[config.mk]
export PLATFORM = sky130hd
export DESIGN_NAME = alu_rs_param
export DESIGN_NICKNAME = d
export VERILOG_FILES = /design/src/rtl/alu_rs_param.sv
export SDC_FILE = /design/constraint.sdc
export NUM_CORES = 1
export LEC_CHECK = 0
export ABC_AREA = 1
export CORE_MARGIN = 5
export CORE_UTILIZATION = 39
export DETAILED_ROUTE_END_ITERATION = 8
export GPL_ROUTABILITY_DRIVEN = 0
export PLACE_DENSITY = 0.58
export SKIP_LAST_GASP = 1
export SYNTH_ARGS = -nofsm -noshare
export SYNTH_HDL_FRONTEND = slang
export SYNTH_SLANG_ARGS = --single-unit
[constraint.sdc]
create_clock -name clock -period 7.1 [get_ports clock]
set_input_delay 1.42 -clock clock [delete_from_list [all_inputs] [get_ports clock]]
set_output_delay 1.42 -clock clock [all_outputs]
set_load 0.02 [all_outputs]
[src/rtl/alu_rs_param.sv]
// Integer ALU reservation station: oldest-ready issue, dual-CDB operand snoop, registered result.
// Optional feature macro: ALU_RS_BYPASS_EN (dispatch captures same-cycle CDB broadcasts).
module alu_rs_param #(
    parameter int XLEN  = 32,
    parameter int DEPTH = 4,
    parameter int ROB_W = 6
) (
    input  logic                       clock,
    input  logic                       reset,
    input  logic                       flush,
    input  logic                       disp_valid,
    output logic                       disp_ready,
    input  logic [6:0]                 disp_op,
    input  logic [2:0]                 disp_funct3,
    input  logic                       disp_flag,
    input  logic [ROB_W-1:0]           disp_rob,
    input  logic [XLEN-1:0]            disp_v1,
    input  logic [XLEN-1:0]            disp_v2,
    input  logic                       disp_p1,
    input  logic                       disp_p2,
    input  logic [ROB_W-1:0]           disp_t1,
    input  logic [ROB_W-1:0]           disp_t2,
    input  logic                       cdb0_valid,
    input  logic [ROB_W-1:0]           cdb0_tag,
    input  logic [XLEN-1:0]            cdb0_data,
    input  logic                       cdb1_valid,
    input  logic [ROB_W-1:0]           cdb1_tag,
    input  logic [XLEN-1:0]            cdb1_data,
    output logic                       out_valid,
    input  logic                       out_ready,
    output logic [ROB_W-1:0]           out_rob,
    output logic [XLEN-1:0]            out_data,
    output logic [$clog2(DEPTH+1)-1:0] free_count
);

    localparam int IDX_W = (DEPTH > 1) ? $clog2(DEPTH) : 1;
    localparam int FC_W  = $clog2(DEPTH + 1);
    localparam int SH_W  = $clog2(XLEN);
    localparam logic [6:0]       OP_REG  = 7'b0110011;
    localparam logic [6:0]       OP_IMM  = 7'b0010011;
    localparam logic [IDX_W-1:0] AGE_ONE = IDX_W'(1);

    logic             busy_r   [DEPTH];
    logic             p1_r     [DEPTH];
    logic             p2_r     [DEPTH];
    logic [ROB_W-1:0] t1_r     [DEPTH];
    logic [ROB_W-1:0] t2_r     [DEPTH];
    logic [XLEN-1:0]  v1_r     [DEPTH];
    logic [XLEN-1:0]  v2_r     [DEPTH];
    logic [2:0]       funct3_r [DEPTH];
    logic             flag_r   [DEPTH];
    logic             is_reg_r [DEPTH];
    logic [ROB_W-1:0] rob_r    [DEPTH];
    logic [IDX_W-1:0] age_r    [DEPTH];

    logic             out_valid_r;
    logic [ROB_W-1:0] out_rob_r;
    logic [XLEN-1:0]  out_data_r;
    logic [FC_W-1:0]  free_count_r;

    logic [XLEN:0]    snp1_s [DEPTH];
    logic [XLEN:0]    snp2_s [DEPTH];
    logic [XLEN:0]    dsnp1_s;
    logic [XLEN:0]    dsnp2_s;
    logic             disp_is_reg_s;
    logic             op_ok_s;
    logic             accept_s;
    logic             issue_s;
    logic             sel_found_s;
    logic [IDX_W-1:0] sel_idx_s;
    logic [IDX_W-1:0] alloc_idx_s;
    logic [FC_W-1:0]  busy_cnt_s;
    logic [IDX_W-1:0] new_age_s;
    logic [XLEN-1:0]  alu_res_s;

    // Returns {pending, value}; cdb0 takes precedence when both ports carry the tag.
    function automatic logic [XLEN:0] snoop(
        input logic             pend,
        input logic [ROB_W-1:0] tag,
        input logic [XLEN-1:0]  val,
        input logic             c0_v,
        input logic [ROB_W-1:0] c0_t,
        input logic [XLEN-1:0]  c0_d,
        input logic             c1_v,
        input logic [ROB_W-1:0] c1_t,
        input logic [XLEN-1:0]  c1_d
    );
        logic [XLEN:0] res;
        if (pend && c0_v && (tag == c0_t)) begin
            res = {1'b0, c0_d};
        end else if (pend && c1_v && (tag == c1_t)) begin
            res = {1'b0, c1_d};
        end else begin
            res = {pend, val};
        end
        return res;
    endfunction

    function automatic logic [XLEN-1:0] alu_calc(
        input logic [2:0]      f3,
        input logic            flag,
        input logic            is_reg,
        input logic [XLEN-1:0] a,
        input logic [XLEN-1:0] b
    );
        logic [SH_W-1:0]        sh;
        logic signed [XLEN-1:0] sa;
        logic [XLEN-1:0]        res;
        sh = b[SH_W-1:0];
        sa = a;
        case (f3)
            3'b000: begin
                if (is_reg && flag) begin
                    res = a - b;
                end else begin
                    res = a + b;
                end
            end
            3'b001: res = a << sh;
            3'b010: res = {{(XLEN-1){1'b0}}, ($signed(a) < $signed(b))};
            3'b011: res = {{(XLEN-1){1'b0}}, (a < b)};
            3'b100: res = a ^ b;
            3'b101: begin
                if (flag) begin
                    res = sa >>> sh;
                end else begin
                    res = a >> sh;
                end
            end
            3'b110: res = a | b;
            3'b111: res = a & b;
            default: res = {XLEN{1'b0}};
        endcase
        return res;
    endfunction

    // Per-entry operand capture from both CDB ports.
    always_comb begin
        for (int i = 0; i < DEPTH; i++) begin
            snp1_s[i] = snoop(p1_r[i] & busy_r[i], t1_r[i], v1_r[i], cdb0_valid, cdb0_tag,
                              cdb0_data, cdb1_valid, cdb1_tag, cdb1_data);
            snp2_s[i] = snoop(p2_r[i] & busy_r[i], t2_r[i], v2_r[i], cdb0_valid, cdb0_tag,
                              cdb0_data, cdb1_valid, cdb1_tag, cdb1_data);
        end
    end

    // Dispatch decode; immediates never wait on operand 2.
    always_comb begin
        disp_is_reg_s = (disp_op == OP_REG);
        op_ok_s       = disp_is_reg_s || (disp_op == OP_IMM);
        accept_s      = disp_valid && disp_ready && op_ok_s && !flush;
`ifdef ALU_RS_BYPASS_EN
        dsnp1_s = snoop(disp_p1, disp_t1, disp_v1, cdb0_valid, cdb0_tag, cdb0_data,
                        cdb1_valid, cdb1_tag, cdb1_data);
        dsnp2_s = snoop(disp_p2 & disp_is_reg_s, disp_t2, disp_v2, cdb0_valid, cdb0_tag,
                        cdb0_data, cdb1_valid, cdb1_tag, cdb1_data);
`else
        dsnp1_s = {disp_p1, disp_v1};
        dsnp2_s = {disp_p2 & disp_is_reg_s, disp_v2};
`endif
    end

    // Oldest-ready select (smallest compacted age) and lowest-index free slot.
    always_comb begin
        sel_found_s = 1'b0;
        sel_idx_s   = {IDX_W{1'b0}};
        alloc_idx_s = {IDX_W{1'b0}};
        for (int i = 0; i < DEPTH; i++) begin
            if (busy_r[i] && !p1_r[i] && !p2_r[i] &&
                (!sel_found_s || (age_r[i] < age_r[sel_idx_s]))) begin
                sel_found_s = 1'b1;
                sel_idx_s   = IDX_W'(i);
            end else begin
                sel_found_s = sel_found_s;
            end
        end
        for (int i = DEPTH - 1; i >= 0; i--) begin
            if (!busy_r[i]) begin
                alloc_idx_s = IDX_W'(i);
            end else begin
                alloc_idx_s = alloc_idx_s;
            end
        end
        issue_s    = sel_found_s && (!out_valid_r || out_ready);
        busy_cnt_s = FC_W'(DEPTH) - free_count_r - FC_W'(issue_s);
        new_age_s  = IDX_W'(busy_cnt_s);
        alu_res_s  = alu_calc(funct3_r[sel_idx_s], flag_r[sel_idx_s], is_reg_r[sel_idx_s],
                              v1_r[sel_idx_s], v2_r[sel_idx_s]);
    end

    // Entry array, output register and free counter.
    always_ff @(posedge clock) begin
        if (reset || flush) begin
            for (int i = 0; i < DEPTH; i++) begin
                busy_r[i] <= 1'b0;
                p1_r[i]   <= 1'b0;
                p2_r[i]   <= 1'b0;
                age_r[i]  <= {IDX_W{1'b0}};
            end
            out_valid_r  <= 1'b0;
            free_count_r <= FC_W'(DEPTH);
            if (reset) begin
                out_rob_r  <= {ROB_W{1'b0}};
                out_data_r <= {XLEN{1'b0}};
            end else begin
                out_rob_r  <= out_rob_r;
                out_data_r <= out_data_r;
            end
        end else begin
            for (int i = 0; i < DEPTH; i++) begin
                if (accept_s && (alloc_idx_s == IDX_W'(i))) begin
                    busy_r[i]   <= 1'b1;
                    {p1_r[i], v1_r[i]} <= dsnp1_s;
                    {p2_r[i], v2_r[i]} <= dsnp2_s;
                    t1_r[i]     <= disp_t1;
                    t2_r[i]     <= disp_t2;
                    funct3_r[i] <= disp_funct3;
                    flag_r[i]   <= disp_flag;
                    is_reg_r[i] <= disp_is_reg_s;
                    rob_r[i]    <= disp_rob;
                    age_r[i]    <= new_age_s;
                end else begin
                    if (issue_s && (sel_idx_s == IDX_W'(i))) begin
                        busy_r[i] <= 1'b0;
                    end
                    {p1_r[i], v1_r[i]} <= snp1_s[i];
                    {p2_r[i], v2_r[i]} <= snp2_s[i];
                    // Close the gap left by the issued entry so ages stay in 0..DEPTH-1.
                    if (issue_s && busy_r[i] && (age_r[i] > age_r[sel_idx_s])) begin
                        age_r[i] <= age_r[i] - AGE_ONE;
                    end
                end
            end
            if (issue_s) begin
                out_valid_r <= 1'b1;
                out_rob_r   <= rob_r[sel_idx_s];
                out_data_r  <= alu_res_s;
            end else if (out_ready) begin
                out_valid_r <= 1'b0;
            end
            free_count_r <= free_count_r - FC_W'(accept_s) + FC_W'(issue_s);
        end
    end

    assign disp_ready = (free_count_r != {FC_W{1'b0}});
    assign out_valid  = out_valid_r;
    assign out_rob    = out_rob_r;
    assign out_data   = out_data_r;
    assign free_count = free_count_r;

endmodule

Word level (Yosys, flattened, before mapping):

Memory sizes are Yosys's and may differ from the RTL's.
Cells that the tools add are included.

* flip-flop bits (word level): 306
* bits in latches: 0
* RAM bits: 104
* ROM bits: 0
* input port bits: 178
* word-level logic and storage cells: 413
* memories: 8

* add/subtract/negate cells: 10
* multipliers: 0
* div/mod/pow operators: 0
* order comparisons: 10
* eq/ne operators: 32
* shift operators: 3
* mux-type cells: 176
* bitwise gates (word level): 30
* reduce and logical (&&, ||, !) cells: 124

Memories
* rob_r: depth 4, bits a word 6, rd ports 1, clocked after Yosys merged registers in 0, write ports 1, RTL line 53 `logic [ROB_W-1:0] rob_r [DEPTH];`
* t1_r: depth 4, bits a word 6, rd ports 4, clocked after Yosys merged registers in 0, write ports 1, RTL line 46 `logic [ROB_W-1:0] t1_r [DEPTH];`
* t2_r: depth 4, bits a word 6, rd ports 4, clocked after Yosys merged registers in 0, write ports 1, RTL line 47 `logic [ROB_W-1:0] t2_r [DEPTH];`
* funct3_r: depth 4, bits a word 3, rd ports 1, clocked after Yosys merged registers in 0, write ports 1, RTL line 50 `logic [2:0] funct3_r [DEPTH];`
* age_r: depth 4, bits a word 2, rd ports 7, clocked after Yosys merged registers in 0, write ports 4, RTL line 54 `logic [IDX_W-1:0] age_r [DEPTH];`
* busy_r: depth 4, bits a word 1, rd ports 4, clocked after Yosys merged registers in 0, write ports 4, RTL line 43 `logic busy_r [DEPTH];`
* 2 more memories

Operator list (count)
* $mux W32: 17
* $mux W33: 16
* $pmux W32 S8: 1
* $bmux W32 S2: 2
* $eq A6 B6 Y1: 16
* $mux W1: 93
* $mux W6: 12
* $logic_and A1 B1 Y1: 64
* $lt A32 B32 Y1: 2
* $mux W2: 32
* $reduce_or A6 Y1: 9
* $add A32 B32 Y32: 1
* $and A32 B32 Y32: 1
* $or A32 B32 Y32: 1
* $shl A32 B5 Y32: 1
* $shr A32 B5 Y32: 1
* $sshr A32 B5 Y32: 1
* $sub A32 B32 Y32: 1
* $xor A32 B32 Y32: 1
* $reduce_bool A3 Y1: 9
* $reduce_and A2 Y1: 9
* $or A1 B1 Y1: 16
* $logic_not A1 Y1: 13
* $eq A3 B3 Y1 const B: 4
* 25 further kinds: 62

Logic depth before layout (Yosys ltp):

Gate-level depths: netlist (run 1).
An unclocked memory read counts as a cell.

* depth after elaboration: 27
* mapped depth: 53
* depth with buffers taken out: 50

Worst setup path after synthesis (run 1):

OpenSTA, ideal clock, no wires.

* kind: register -> register
* from: mem age_r[1][1] (netlist name)
* to: reg out_data_r[30], in the netlist out_data[30] (data pin)
* data arrival time: 6.134 ns
* required time: 6.850 ns
* path slack: 0.716 ns
* cell stages (with the launch flop): 48
* buffers on the path: 4
* period minus slack after synthesis: 6.384 ns
* cell sequence: edfxtp_1 -> ha_1 -> nand2_1 -> nand2_1 -> nand2_1 -> nand2_2 -> o21ai_0 -> ha_1 -> nand2_1 -> nand2_1 -> nand2_2 -> nand2_4 -> clkbuf_1 -> o21ai_0 -> ha_1 -> nand2_1 -> nand2_1 -> nand2_2 -> [... 12 more ...] -> nand2_1 -> a21boi_0 -> o21ai_0 -> a21boi_0 -> o21ai_0 -> a21oi_1 -> o21ai_0 -> nand3_1 -> o2111ai_1 -> nand2_1 -> a21oi_1 -> nand4_1 -> nand2_1 -> a21oi_1 -> o21ai_0 -> nand3_1 -> nand2_1 -> inv_1

RTL lines
* start: declaration: RTL line 54
* end signal: assignment: RTL line 204 `out_data_r <= {XLEN{1'b0}};`
* end signal: assignment: RTL line 207 `out_data_r <= out_data_r;`
* end signal: assignment: RTL line 237 `out_data_r <= alu_res_s;`
* end: declaration: RTL line 58 `logic [XLEN-1:0] out_data_r;`

==> metrics, run 1 <==
first-pass iteration count of the detailed router 7; Cell Pwr Density 212 mW/mm^2; CP peak stage delay 0.64 ns; Worst Hold Path EP out_valid; Reg clk slew, reported paths 0.06 ns; worst hold path class register to register; Post-route DRC 0; final worst path period share 0.937; Vias 31200; post-route antenna net violation count 0; Pwr Total 7.56 mW; CTS Buf Count 49; Synth area leaders edfxtp_1 (39%), o21ai_0 (10%), nand2_1 (8.6%), nand3_1 (5.9%), inv_1 (5.2%); number of synthesized flops with an enable pin 398; Total Routing Usage GR 0.293; Cell Rows 103; via/cell ratio 5.96; first-pass GRT wire length 191000 um; MaxCap Viol Count 0; final setup violating endpoints 0; Post-Layout Cell Count 5235; R2R Path End out_data[30]; Syn Nets 4333; Crit Path Class register to register; Ports 221; largest net degree at the start of global routing 91; initial antenna violation count 0; Yosys top cell area share 0.388; H-tree Lvls 2; vias in the first global route 28800; number of diodes 0; Distinct cells, synth 61; worst slack, placed 0.117 ns; nets 4441; DIE WIDTH 291 um; synth-to-layout area growth 15.9%; sequential share of the synthesized area 0.396; PnR worst setup slack 0.450 ns; Period minus WS final 6.65 ns; HPWL after DPL 92400 um; ys async rst share 0; TritonCTS Sinks 410; total wire length 130000 um; status complete, no violations; Top FF cell, synth edfxtp_1; Mapped Cells 4041; Reg2Reg Setup Slack 0.45 ns; RR Startpoint age_r[0][1]; register area 0.0122 mm^2; HP Start out_valid; Detailed Route Iter0 Violations 4331; Synthesis Warnings 0; clock latency on the worst-skew pair 0.63 ns; routed length per placed instance 24.9 um; Congestion Overflow GR 0; hold depth 2; Leakage 14.2 nW; Final Hold Fails 0; Worst Setup End Kind register; # port buffers 220; Post-Syn Area per Cell 7.61 um^2; CP max stage cell nand4_1; #FFs+latches synth 410; root buffer cell clkbuf_16; clock skew 0.0389 ns; Max rail drop VDD 182 uV; area occupied by multi-input gates 0.0158 mm^2; post-cts hold buffer count 0; CTS tree done; Worst Setup Start Kind register; Die Area 0.0846 mm^2; Crit path required time 7.45 ns; f_max 150 MHz; Worst Max-Slew Pin Slew 1.23 ns; CP Data Arrival Time 7.00 ns; Crit path top cell by count nand2_1; CP Max Fanout 90; CTS Buffer Depth 3; area leader, netlist edfxtp_1; die height 291 um; Starting Density 0.391; reg2reg path depth 38; placed insts 5142; mapped cell area 0.0308 mm^2; max-slew violation count 0; fillers 7968; share of cells above drive strength 1 0.0669; Worst slew margin 0.178; core region area 0.0786 mm^2
==> registers in the layout (all words and copies together), names as in the netlist <==
name	cells
t2_r	24
v2_r	128
p2_r	4
rob_r	24
flag_r	4
p1_r	4
out_data	32
busy_r	4
out_valid	1
out_rob	6
funct3_r	12
age_r	8
v1_r	128
free_count	3
t1_r	24
is_reg_r	4
==> synthesized netlist by cell type, types with 21 or more instances <==
cell / instances
o21ai_0: 620
a211oi_1: 56
nand3b_1: 60
xnor2_1: 29
a21oi_1: 215
or2_2: 21
o21a_1: 27
clkbuf_1: 170
edfxtp_1: 398
xor2_1: 37
inv_1: 425
nand2_1: 703
inv_2: 23
nand4_1: 86
o211ai_1: 87
o22ai_1: 43
nand3_1: 365
o21ai_1: 37
buf_2: 61
ha_1: 111
nor2_1: 248
==> layer usage <==
metal | vias to the layer above | routed length (um) | GRT usage
met3 | 332 | 13900 | 0.0565
met1 | 14600 | 50500 | 0.386
met4 | 0 | 6460 | 0.121
met5 | - | 0 | 0
met2 | 1906 | 59600 | 0.476
li1 | 14300 | - | -
==> stage by stage <==
step           TNS [ns]  instance area, um^2  hold WS (ns)  utilization
2_1_floorplan         0                30800         0.490            -
3_3_place_gp          0                34000         0.506        0.432
3_5_place_dp          0                34000         0.524        0.432
4_1_cts               0                35500         0.531        0.452
5_1_grt         -0.0354                35600         0.554        0.453
6_report              0                35600         0.521        0.453
==> where the power goes <==
part           internal, mW  switching [mW]  leakage (nW)
logic                 0.740            1.65          9.60
registers              2.66          0.0204          3.83
clock network          1.40            1.09         0.758
==> how the worst max path moves through the flow <==
stage | startpoint | to | depth (start not counted) | slack (ns)
4_1_cts | age_r[1][1] | out_data[30] | 43 | 0.07
3_3_place_gp | age_r[1][1] | out_data[30] | 43 | 0.24
3_5_place_dp | age_r[1][1] | out_data[30] | 43 | 0.12
2_1_floorplan | age_r[1][1] | out_data[30] | 47 | 0.72
6_report | age_r[0][1] | out_data[30] | 38 | 0.45
5_1_grt | age_r[0][1] | out_data[21] | 47 | -0.04
==> layout make-up <==
| type | count | share of cell area |
|---|---|---|
| tap | 1050 | 0.0369 |
| sequential | 410 | 0.342 |
| clock inverter | 22 | 0.00628 |
| clock buffer | 65 | 0.0372 |
| multi-input combinational | 2907 | 0.443 |
| inverter | 455 | 0.0481 |
| timing repair buffer | 326 | 0.0866 |
==> cell usage in the layout (no fill, tap or decap), drive strengths merged, types with 88 or more instances in the layout <==
master         Yosys  routed
inv              450     451
clkdlybuf4s50      0     220
ha               111     111
o211ai            88      88
nand2            714     714
buf               99     105
o21ai            659     659
edfxtp           398     398
nand3            371     371
a21oi            216     216
nor2             255     255
==> worst max-delay path, delay by kind of cell (launching register included) <==
kind / cells / cell delay (ns)
flip-flops: 1 / 0.43
adder cells (fa/ha/maj): 4 / 1.12
AND/OR/NAND/NOR: 24 / 3.26
AO/OA/AOI/OAI: 5 / 0.68
buffers and inverters: 5 / 0.80
==> cell families (layout without fill, tap and decap cells) <==
logic type / Yosys count / in the layout / synth area share
DFF: 410 / 410 / 0.396
and+or+nand+nor: 1552 / 1552 / 0.228
adders and majority gates: 114 / 114 / 0.0471
xor gates and xnor gates: 66 / 66 / 0.0188
AOI/OAI and AO/OA: 1175 / 1175 / 0.216
buffers and inverters: 724 / 868 / 0.0942
==> what timing repair did <==
item / in CTS / in global routing
buffers inserted: 0 / 6
endpoints found under the setup margin: 0 / 18
gates resized for setup: 0 / 22
(Power assumes the default switching activity.)
==> run 2, diff against run 1 <==
--- a/config.mk
+++ b/config.mk
@@ -6,7 +6,6 @@
 export NUM_CORES = 1
 export LEC_CHECK = 0
 export ABC_AREA = 1
-export CORE_MARGIN = 5
 export CORE_UTILIZATION = 39
 export DETAILED_ROUTE_END_ITERATION = 8
 export GPL_ROUTABILITY_DRIVEN = 0
==> metrics, run 2 (same netlist as run 1, synthesis figures left out) <==
clock latency on the worst-skew pair 0.64 ns (about the same); Post-route DRC 0 (unchanged); DIE WIDTH 283 um (-2.8%); RR Startpoint age_r[0][1]; CP max stage cell edfxtp_1; TritonCTS Sinks 410 (unchanged); post-route antenna net violation count 0 (unchanged); CTS Buf Count 50 (+2.0%); Crit path required time 7.48 ns (+0.03 ns); Congestion Overflow GR 0 (unchanged); R2R Path End out_data[0]; most common cell after layout, fill and taps aside nand2_1; clock share of power 0.332 (+0.003); NetSw 2.79 mW (+1.1%); nets 4449 (+0.18%); MaxCap Viol Count 0 (unchanged); Crit path top cell by count nand2_1; hold depth 2 (unchanged); share of cells above drive strength 1 0.0682 (+0.00125); hold_ws 0.566 ns (+0.0449 ns); final worst path period share 0.944 (+0.00767); max-slew violation count 0 (unchanged); HP Start out_valid; CTS tree done; Period minus WS final 6.70 ns (+0.0544 ns); Flop pwr share 0.352 (-0.003); HPWL after DPL 92000 um (-0.48%); Reg clk slew, reported paths 0.06 ns (about the same); CP peak stage delay 0.43 ns (-0.21 ns); Int Pwr 4.83 mW (+0.59%); synth-to-layout area growth 16.0% (about the same); worst slack, placed 0.259 ns (+0.143 ns); worst hold path class register to register; total wire length 131000 um (+0.29%); Starting Density 0.396 (+0.00449); Sw Share 0.366 (+0.00117); Worst Setup End Kind register; Comb pwr share 0.316 (about the same); core region area 0.0777 mm^2 (-1.1%); CTS Buffer Depth 3 (unchanged); most frequent cells in the layout nand2_1 (701), o21ai_0 (610), inv_1 (422), edfxtp_1 (398), nand3_1 (364); post-cts hold buffer count 0 (unchanged); CP Data Arrival Time 7.08 ns (+0.08 ns); largest net degree at the start of global routing 86 (-5.5%); clock skew 0.0349 ns (-0.00401 ns); Cell Pwr Density 214 mW/mm^2 (+0.69%); Reg2Reg Setup Slack 0.40 ns (-0.05 ns); Final Hold Fails 0 (unchanged); Max rail drop VDD 147 uV (-19%); CP Max Fanout 19 (-79%); Worst Hold Path EP out_valid; initial antenna violation count 3 (+3); Pwr Total 7.62 mW (+0.78%); vias in the first global route 28300 (-1.6%); final setup violating endpoints 0 (unchanged); Leakage 14.2 nW (+0.14%); Worst slew margin 0.245 (+0.0679); H-tree Lvls 2 (unchanged); PnR worst setup slack 0.395 ns (-0.0544 ns); Worst Max-Slew Pin Slew 1.13 ns (-0.105 ns); f_max 149 MHz (-0.81%); first-pass iteration count of the detailed router 9 (+2); Crit Path Class register to register; Cell Rows 102 (-0.97%); reg2reg path depth 39 (+2.6%); Total Routing Usage GR 0.321 (+0.0276); Detailed Route Iter0 Violations 4308 (-0.53%); unrepaired setup endpoints after global routing yes; root buffer cell clkbuf_16; via/cell ratio 5.95 (about the same); Worst Setup Start Kind register; # port buffers 220 (unchanged); status complete, no violations; first-pass GRT wire length 189000 um (-1.0%); Vias 31200 (-0.026%); routed length per placed instance 25.0 um (+0.26%); Ports 221 (unchanged); die height 283 um (-2.8%); Die Area 0.0800 mm^2 (-5.4%)
-- run 2: power groups by stage --
stage	logic (mW)	registers, mW	clock network (mW)
2_1_floorplan	1.42	2.75	0
3_3_place_gp	2.31	2.73	0
3_5_place_dp	2.30	2.73	0
4_1_cts	2.31	2.68	2.55
5_1_grt	2.59	2.68	2.64
6_report	2.41	2.68	2.53
-- run 2: worst max path at each step --
stage          slack (ns)        start           end
2_1_floorplan        0.72  age_r[1][1]  out_data[30]
3_3_place_gp         0.36  age_r[0][1]   out_data[0]
3_5_place_dp         0.26  age_r[0][1]  out_data[23]
4_1_cts              0.24  age_r[0][1]  out_data[30]
5_1_grt            -0.003  age_r[0][1]  out_data[25]
6_report             0.40  age_r[0][1]   out_data[0]
-- run 2: worst max-delay path: cells and delay by family (launching register included) --
family	cells	cell delay [ns]
adder cells (fa/ha/maj)	4	1.08
flip-flops	1	0.43
AO/OA/AOI/OAI	7	1.76
buffers and inverters	6	1.07
AND/OR/NAND/NOR	22	2.06
-- run 2: layer usage --
metal  wire length, um  GRT usage
met5                 7          0
met2             57500      0.499
met1             51000      0.417
met4              7810      0.178
met3             14500     0.0649
-- run 2: area by class of cell --
cell class / count / area [um^2]
antenna: 1 / 2.50
clock buffer: 64 / 1300
clock inverter: 27 / 282
fill: 7750 / 42000
inverter: 455 / 1710
multi-input combinational: 2907 / 15800
sequential: 410 / 12200
tap: 1040 / 1300
timing repair buffer: 333 / 3100
-- run 2: repair_timing --
item                                    CTS  global route
endpoints found under the setup margin    0            19
buffers inserted                          0             4
resized for setup                         0            22
-- run 2: through the flow --
step	instances	util	cell area [um^2]	setup TNS, ns
floorplan	4041	-	30800	0
detailed placement	5141	0.438	34000	0
global route	5237	0.459	35700	-0.00307
CTS	5232	0.458	35600	0
finish	5237	0.459	35700	0
global placement	5141	0.438	34000	0
